===== config.mk =====
export PLATFORM = sky130hd
export DESIGN_NAME = alu_issue
export DESIGN_NICKNAME = d
export VERILOG_FILES = /design/src/rtl/alu_pkg.sv /design/src/rtl/alu_issue_regfile.sv /design/src/rtl/alu_issue.sv
export SDC_FILE = /design/constraint.sdc
export NUM_CORES = 1
export LEC_CHECK = 0
export BUFFER_PORTS_ARGS = -buffer_cell sky130_fd_sc_hd__buf_2
export CORE_MARGIN = 4
export CORE_UTILIZATION = 45
export CTS_CLUSTER_DIAMETER = 120
export CTS_CLUSTER_SIZE = 16
export DETAILED_ROUTE_END_ITERATION = 8
export SETUP_SLACK_MARGIN = 0.5
export SLEW_MARGIN = 20
export SYNTH_ARGS = -nofsm -noshare
export SYNTH_HDL_FRONTEND = slang
export SYNTH_HIERARCHICAL = 1
export SYNTH_SLANG_ARGS = --single-unit

===== constraint.sdc =====
create_clock -name clk -period 2.8 [get_ports clk]
set_clock_uncertainty 0.15 [all_clocks]
set_input_delay 0.28 -clock clk [delete_from_list [all_inputs] [get_ports clk]]
set_output_delay 0.28 -clock clk [all_outputs]
set_load 0.01 [all_outputs]

===== src/rtl/alu_pkg.sv =====
// Shared ALU definitions: datapath width, opcode values, instruction field layout
// and the legal-opcode check used by the issue stage and the ALU.
package alu_pkg;

  localparam int XLEN    = 24;
  localparam int INSTR_W = 24;

  localparam int OP_MSB  = 23;
  localparam int OP_LSB  = 20;
  localparam int RD_MSB  = 19;
  localparam int RD_LSB  = 16;
  localparam int RS1_MSB = 15;
  localparam int RS1_LSB = 12;
  localparam int RS2_MSB = 11;
  localparam int RS2_LSB = 8;
  localparam int IMM_MSB = 7;
  localparam int IMM_LSB = 0;

  localparam logic [3:0] OP_ADD  = 4'b0000;
  localparam logic [3:0] OP_SUB  = 4'b0001;
  localparam logic [3:0] OP_MUL  = 4'b0010;
  localparam logic [3:0] OP_XOR  = 4'b0011;
  localparam logic [3:0] OP_NOT  = 4'b0100;
  localparam logic [3:0] OP_AND  = 4'b0101;
  localparam logic [3:0] OP_OR   = 4'b0110;
  localparam logic [3:0] OP_ADDI = 4'b1100;
  localparam logic [3:0] OP_MULI = 4'b1101;

  function automatic logic is_legal_op(input logic [3:0] op);
    logic legal;
    case (op)
      OP_ADD, OP_SUB, OP_MUL, OP_XOR, OP_NOT,
      OP_AND, OP_OR, OP_ADDI, OP_MULI: legal = 1'b1;
      default:                         legal = 1'b0;
    endcase
    return legal;
  endfunction

endpackage


===== src/rtl/alu_issue_regfile.sv =====
// Register file for the ALU issue stage: two operand read ports, one write port
// and a debug read port. Register 0 always reads zero and never stores data.
module alu_regfile #(
  parameter int XLEN = 24,
  parameter int NREG = 16,
  parameter int AW   = $clog2(NREG)
) (
  input  logic            clk,
  input  logic            rst_n,
  input  logic [AW-1:0]   ra1,
  output logic [XLEN-1:0] rd1,
  input  logic [AW-1:0]   ra2,
  output logic [XLEN-1:0] rd2,
  input  logic            we,
  input  logic [AW-1:0]   wa,
  input  logic [XLEN-1:0] wd,
  input  logic [AW-1:0]   dbg_addr,
  output logic [XLEN-1:0] dbg_data
);

  logic [XLEN-1:0] mem_r [NREG];

  // Storage array; entry 0 is held at zero so the read muxes are the only special case.
  always_ff @(posedge clk or negedge rst_n) begin
    if (!rst_n) begin
      for (int i = 0; i < NREG; i++) begin
        mem_r[i] <= {XLEN{1'b0}};
      end
    end else if (we && (wa != {AW{1'b0}})) begin
      mem_r[wa] <= wd;
    end
  end

  assign rd1      = (ra1 == {AW{1'b0}})      ? {XLEN{1'b0}} : mem_r[ra1];
  assign rd2      = (ra2 == {AW{1'b0}})      ? {XLEN{1'b0}} : mem_r[ra2];
  assign dbg_data = (dbg_addr == {AW{1'b0}}) ? {XLEN{1'b0}} : mem_r[dbg_addr];

endmodule


===== src/rtl/alu_issue.sv =====
// Operand-issue stage feeding the 24-bit ALU: decodes, reads/forwards operands
// into the execute register and writes the ALU result back as it retires.
module alu_issue #(
  parameter int XLEN  = alu_pkg::XLEN,
  parameter int NREG  = 16,
  parameter int CNT_W = 16
) (
  input  logic                        clk,
  input  logic                        rst_n,
  input  logic                        instr_valid,
  input  logic [alu_pkg::INSTR_W-1:0] instr,
  output logic                        instr_ready,
  input  logic                        ex_stall,
  output logic [XLEN-1:0]             in1,
  output logic [XLEN-1:0]             in2,
  output logic [7:0]                  absVal,
  output logic [3:0]                  alu_control,
  output logic                        ex_valid,
  input  logic [XLEN-1:0]             alu_result,
  output logic                        illegal,
  output logic [CNT_W-1:0]            retired,
  input  logic [3:0]                  dbg_addr,
  output logic [XLEN-1:0]             dbg_data
);
  import alu_pkg::*;

  logic [3:0]       op_s;
  logic [3:0]       rd_s;
  logic [3:0]       rs1_s;
  logic [3:0]       rs2_s;
  logic [7:0]       imm_s;
  logic             handshake_s;
  logic             legal_s;
  logic             wb_en_s;
  logic             rf_we_s;
  logic [XLEN-1:0]  rf_rd1_s;
  logic [XLEN-1:0]  rf_rd2_s;
  logic [XLEN-1:0]  opa_s;
  logic [XLEN-1:0]  opb_s;

  logic [XLEN-1:0]  in1_r;
  logic [XLEN-1:0]  in2_r;
  logic [7:0]       imm_r;
  logic [3:0]       op_r;
  logic [3:0]       ex_rd_r;
  logic             ex_valid_r;
  logic             illegal_r;
  logic [CNT_W-1:0] retired_r;

  assign op_s  = instr[OP_MSB:OP_LSB];
  assign rd_s  = instr[RD_MSB:RD_LSB];
  assign rs1_s = instr[RS1_MSB:RS1_LSB];
  assign rs2_s = instr[RS2_MSB:RS2_LSB];
  assign imm_s = instr[IMM_MSB:IMM_LSB];

  assign instr_ready = rst_n && !ex_stall;

  // Decode, and bypass the retiring result so a dependent instruction never sees a stale register.
  always_comb begin
    handshake_s = instr_valid && instr_ready;
    legal_s     = is_legal_op(op_s);
    wb_en_s     = ex_valid_r && !ex_stall;
    rf_we_s     = wb_en_s && (ex_rd_r != 4'd0);
    if (ex_valid_r && (rs1_s == ex_rd_r) && (rs1_s != 4'd0)) begin
      opa_s = alu_result;
    end else begin
      opa_s = rf_rd1_s;
    end
    if (ex_valid_r && (rs2_s == ex_rd_r) && (rs2_s != 4'd0)) begin
      opb_s = alu_result;
    end else begin
      opb_s = rf_rd2_s;
    end
  end

  // Execute register, illegal pulse and retire counter; a stall freezes the execute contents.
  always_ff @(posedge clk or negedge rst_n) begin
    if (!rst_n) begin
      in1_r      <= {XLEN{1'b0}};
      in2_r      <= {XLEN{1'b0}};
      imm_r      <= 8'd0;
      op_r       <= 4'd0;
      ex_rd_r    <= 4'd0;
      ex_valid_r <= 1'b0;
      illegal_r  <= 1'b0;
      retired_r  <= {CNT_W{1'b0}};
    end else begin
      illegal_r <= handshake_s && !legal_s;
      if (wb_en_s) begin
        retired_r <= retired_r + {{(CNT_W-1){1'b0}}, 1'b1};
      end
      if (!ex_stall) begin
        if (handshake_s && legal_s) begin
          in1_r      <= opa_s;
          in2_r      <= opb_s;
          imm_r      <= imm_s;
          op_r       <= op_s;
          ex_rd_r    <= rd_s;
          ex_valid_r <= 1'b1;
        end else begin
          ex_valid_r <= 1'b0;
        end
      end
    end
  end

  alu_regfile #(
    .XLEN (XLEN),
    .NREG (NREG),
    .AW   (4)
  ) u_regfile (
    .clk      (clk),
    .rst_n    (rst_n),
    .ra1      (rs1_s),
    .rd1      (rf_rd1_s),
    .ra2      (rs2_s),
    .rd2      (rf_rd2_s),
    .we       (rf_we_s),
    .wa       (ex_rd_r),
    .wd       (alu_result),
    .dbg_addr (dbg_addr),
    .dbg_data (dbg_data)
  );

  assign in1         = in1_r;
  assign in2         = in2_r;
  assign absVal      = imm_r;
  assign alu_control = op_r;
  assign ex_valid    = ex_valid_r;
  assign illegal     = illegal_r;
  assign retired     = retired_r;

endmodule


==> flow_summary_export.csv <==
group,metric,value,unit
clocking,cts_made_buffers,31,
synthesis,yosysUniqueCellTypes,50,
run_status,outcome,"complete, but fails checks",
power,internal_power,0.01277,W
synthesis,synthesis.yosys.warnings,6,
worst_setup_path,worstReg2RegStart,"ex_rd_r[3]",
die,rows,89,
timing,finalWorstSetupSlack,254.1,ps
power,power.switching,0.005926,W
worst_setup_path,timing.critical_path.fanout_max,2,
finish,multi_input_area,14750,µm²
power,comb_power_share,30.7,%
finish,finish.net_count,2290,
finish,most-common-layout-cells,"sky130_fd_sc_hd__dfrtp_1, sky130_fd_sc_hd__mux2_2, sky130_fd_sc_hd__mux4_2, sky130_fd_sc_hd__buf_4, sky130_fd_sc_hd__buf_2",
drt,route.final.wire_length,86150,µm
timing,timing_hold_violations_final,78,
worst_setup_path,worstSetupStartpointType,"flop",
clocking,clock_network_latency_to_the_later_pin_of_the_worst_skew_pair,610,ps
run,max_cap_viol_count,0,
die,io_pins,159,
global_route,grt_antenna_before_repair,1,
global_route,grt_start_max_net_pins,134,
worst_setup_path,timing.reg2reg.worst_path_depth,7,
clocking,h_tree_level_count,1,
drt,drt.antenna.violating_nets,1,
timing,slew_viol_final,0,
clocking,cts_num_sinks,443,
timing,setup-tns-final,0,ps
drt,drcViolationCount,0,
power,pwr-share-seq,46.7,%
worst_setup_path,timing.setup.critical_path_class,"reg -> out",
worst_setup_path,worstPathArrival,2120,ps
synthesis,ff_latch_count_synth,443,
power,p_leak,13.93,nW
place,placement.setup.worst_slack,185.7,ps
drt,avgViaCountPerCell,6.485,
clocking,maximum_buffer_depth_of_the_clock_tree,3,
worst_setup_path,critical_path_sink_type,"primary output",
hold_path,worstHoldPathType,"in -> async",
global_route,number_of_global_route_vias_before_repair,20500,
die,dieWidth,251.8,µm
clocking,cts_root_buffer,"sky130_fd_sc_hd__clkbuf_16",
timing,worst-slew-pin-transition,865.3,ps
finish,post_route_cells_drive_above_1_share,49.26,%
place,place.port_buffers,158,
run_status,failed_checks,"antenna rules, hold timing",
die,die_h,251.8,µm
drt,initial_drc_count,1568,
finish,ff_latch_area,11090,µm²
drt,detail_route.first_pass.iterations,7,
place,hpwlAfterDp,53410,µm
synthesis,syn_avg_cell_area,13.56,µm²
power,power-per-cell-area,598.1,nW/µm²
global_route,grt_pass1_wl,130900,µm
synthesis,ys_async_sr_fraction,100.0,%
timing,fmax,0.3928,GHz
global_route,grt_overflow,0,
synthesis,count_of_flip_flops_with_a_built_in_enable_after_synthesis,0,
worst_setup_path,worst_setup_path_startpoint,"u_regfile/mem_r[22]",
synthesis,synthesis.nets,2030,
worst_setup_path,required,2370,ps
clocking,path_clk_slew,70,ps
timing,grt_setup_unrepaired,"true",
synthesis,synth_sequential_area_ratio,41.43,%
die,design.core.area,58910,µm²
clocking,cts_tree,"done",
drt,wl_per_cell,28.60,µm
power,power.ir.vdd_worst,0.5130,mV
finish,layout-area-overhead-vs-synth,16.84,%
finish,layout.filler_cells,4932,
drt,via_count,19530,
timing,worst_hold_slack,-41.73,ps
synthesis,yosys_most_used_dff,"sky130_fd_sc_hd__dfrtp_1",
power,switching_share,31.70,%
finish,final_common_cell,"sky130_fd_sc_hd__dfrtp_1",
place,gpl_wtd_cong,0.8497,
timing,report.final.setup_viol,0,
global_route,gr-usage-all-layers,26.78,%
synthesis,synthCells,1973,
timing,min_period_over_period,90.92,%
timing,final_period_minus_worst_setup_slack,2546,ps
synthesis,mappedNetlistArea,26750,µm²
power,power.share.clock,22.6,%
die,design.die.area,63420,µm²
die,floorplan.initialDensity,45.42,%
timing,max_slew_margin,42.31,%
## registers in the layout, indices dropped and copies added, names as in the netlist
| name | count |
|---|---|
| absVal | 8 |
| alu_control | 4 |
| ex_rd_r | 4 |
| ex_valid | 1 |
| illegal | 1 |
| in1 | 24 |
| in2 | 24 |
| retired | 16 |
| u_regfile/mem_r | 361 |
## final cells by class
type,instances,share of cell area (%)
Timing Repair Buffer,437,11.35
Tap cell,773,3.094
Clock buffer,31,2.482
Clock inverter,2,0.05204
Sequential cell,443,35.47
Antenna cell,6,0.04803
Multi-Input combinational cell,1293,47.18
Inverter,27,0.3242
## logic make-up (layout without fill, tap and decap cells)
| family | after synthesis | in the layout | synth area share, % |
|---|---|---|---|
| other | 0 | 6 | 0 |
| flip-flops | 443 | 443 | 41.43 |
| multiplexers | 736 | 736 | 39.71 |
| buffers and inverters | 237 | 497 | 4.733 |
| AND/OR/NAND/NOR | 172 | 172 | 3.437 |
| adder cells (fa/ha/maj) | 1 | 1 | 0.04676 |
| AO/OA/AOI/OAI | 363 | 363 | 9.947 |
| XOR/XNOR | 21 | 21 | 0.6874 |
## cells in the mapped netlist (20+ instances only)
library cell               instances  area [µm²]
sky130_fd_sc_hd__o21ai_0          28       140.1
sky130_fd_sc_hd__a221o_1          45       450.4
sky130_fd_sc_hd__a211oi_1         46       345.3
sky130_fd_sc_hd__nand2b_1         51       319.1
sky130_fd_sc_hd__a21oi_1         136       680.7
sky130_fd_sc_hd__dfrtp_1         443       11090
sky130_fd_sc_hd__buf_4            20       150.1
sky130_fd_sc_hd__nor2_1           37       138.9
sky130_fd_sc_hd__o22a_1           24       210.2
sky130_fd_sc_hd__mux4_2          218        4910
sky130_fd_sc_hd__clkbuf_1         72       270.3
sky130_fd_sc_hd__nand2_1          23       86.33
sky130_fd_sc_hd__buf_2            90       450.4
sky130_fd_sc_hd__inv_1            27       101.4
sky130_fd_sc_hd__a31oi_1          25       156.4
sky130_fd_sc_hd__o41ai_2          20       325.3
sky130_fd_sc_hd__mux2i_1          94       940.9
sky130_fd_sc_hd__mux2_2          364        4099
sky130_fd_sc_hd__nand3_1          30       150.1
sky130_fd_sc_hd__mux2_1           60       675.7
## worst max-delay path, cell delays in order (launching register included)
cell and delay (ps):
sky130_fd_sc_hd__dfrtp_1 400, sky130_fd_sc_hd__mux4_2 480, sky130_fd_sc_hd__mux4_2 490, sky130_fd_sc_hd__buf_6 140
## timing repair
action                     in CTS  in global routing
hold endpoints to repair      613                  0
hold buffers                   50                  0
setup buffers                  72                 27
setup endpoints to repair      33                192
gates resized for setup        49                 14
pin swaps                      27                  5
cloned                          0                  0
## per-layer routing
metal  track usage [%]  part of all wire [%]  up-vias
met5                 0                     0        -
met1             36.61                    41    10410
met4             7.834                   3.3        0
met3             4.113                   6.4      173
li1                  -                     -     8183
met2             44.84                    49      768
## worst paths after layout
kind	to	slack (ps)
worst max-delay path	dbg_data[22]	250
worst min-delay path	retired[11]	-40
worst max register to register	u_regfile/mem_r[44]	550
worst min register to register	u_regfile/mem_r[382]	250
max in group asynchronous	u_regfile/mem_r[349]	870
min in group clk	retired[1]	30
## power groups by stage
stage          Clock (W)  Combinational (W)  Sequential, W
6_report         0.00423            0.00574        0.00872
3_3_place_gp           0            0.00494        0.00882
2_1_floorplan          0            0.00349        0.00861
5_1_grt          0.00458            0.00615        0.00887
3_5_place_dp           0            0.00506        0.00889
4_1_cts          0.00435            0.00559        0.00869
## stage by stage
| stage | std cells | power [W] | util, % | area, µm² |
|---|---|---|---|---|
| 3_5_place_dp | 2824 | 0.01394 | 49.03 | 28880 |
| 5_1_grt | 3007 | 0.01960 | 53.04 | 31250 |
| 2_1_floorplan | 1973 | 0.01210 | - | 26750 |
| 3_3_place_gp | 2824 | 0.01376 | 49.03 | 28880 |
| 6_report | 3012 | 0.01870 | 53.06 | 31260 |
| 4_1_cts | 2979 | 0.01863 | 52.58 | 30980 |
Power figures use the tool's default switching activity.
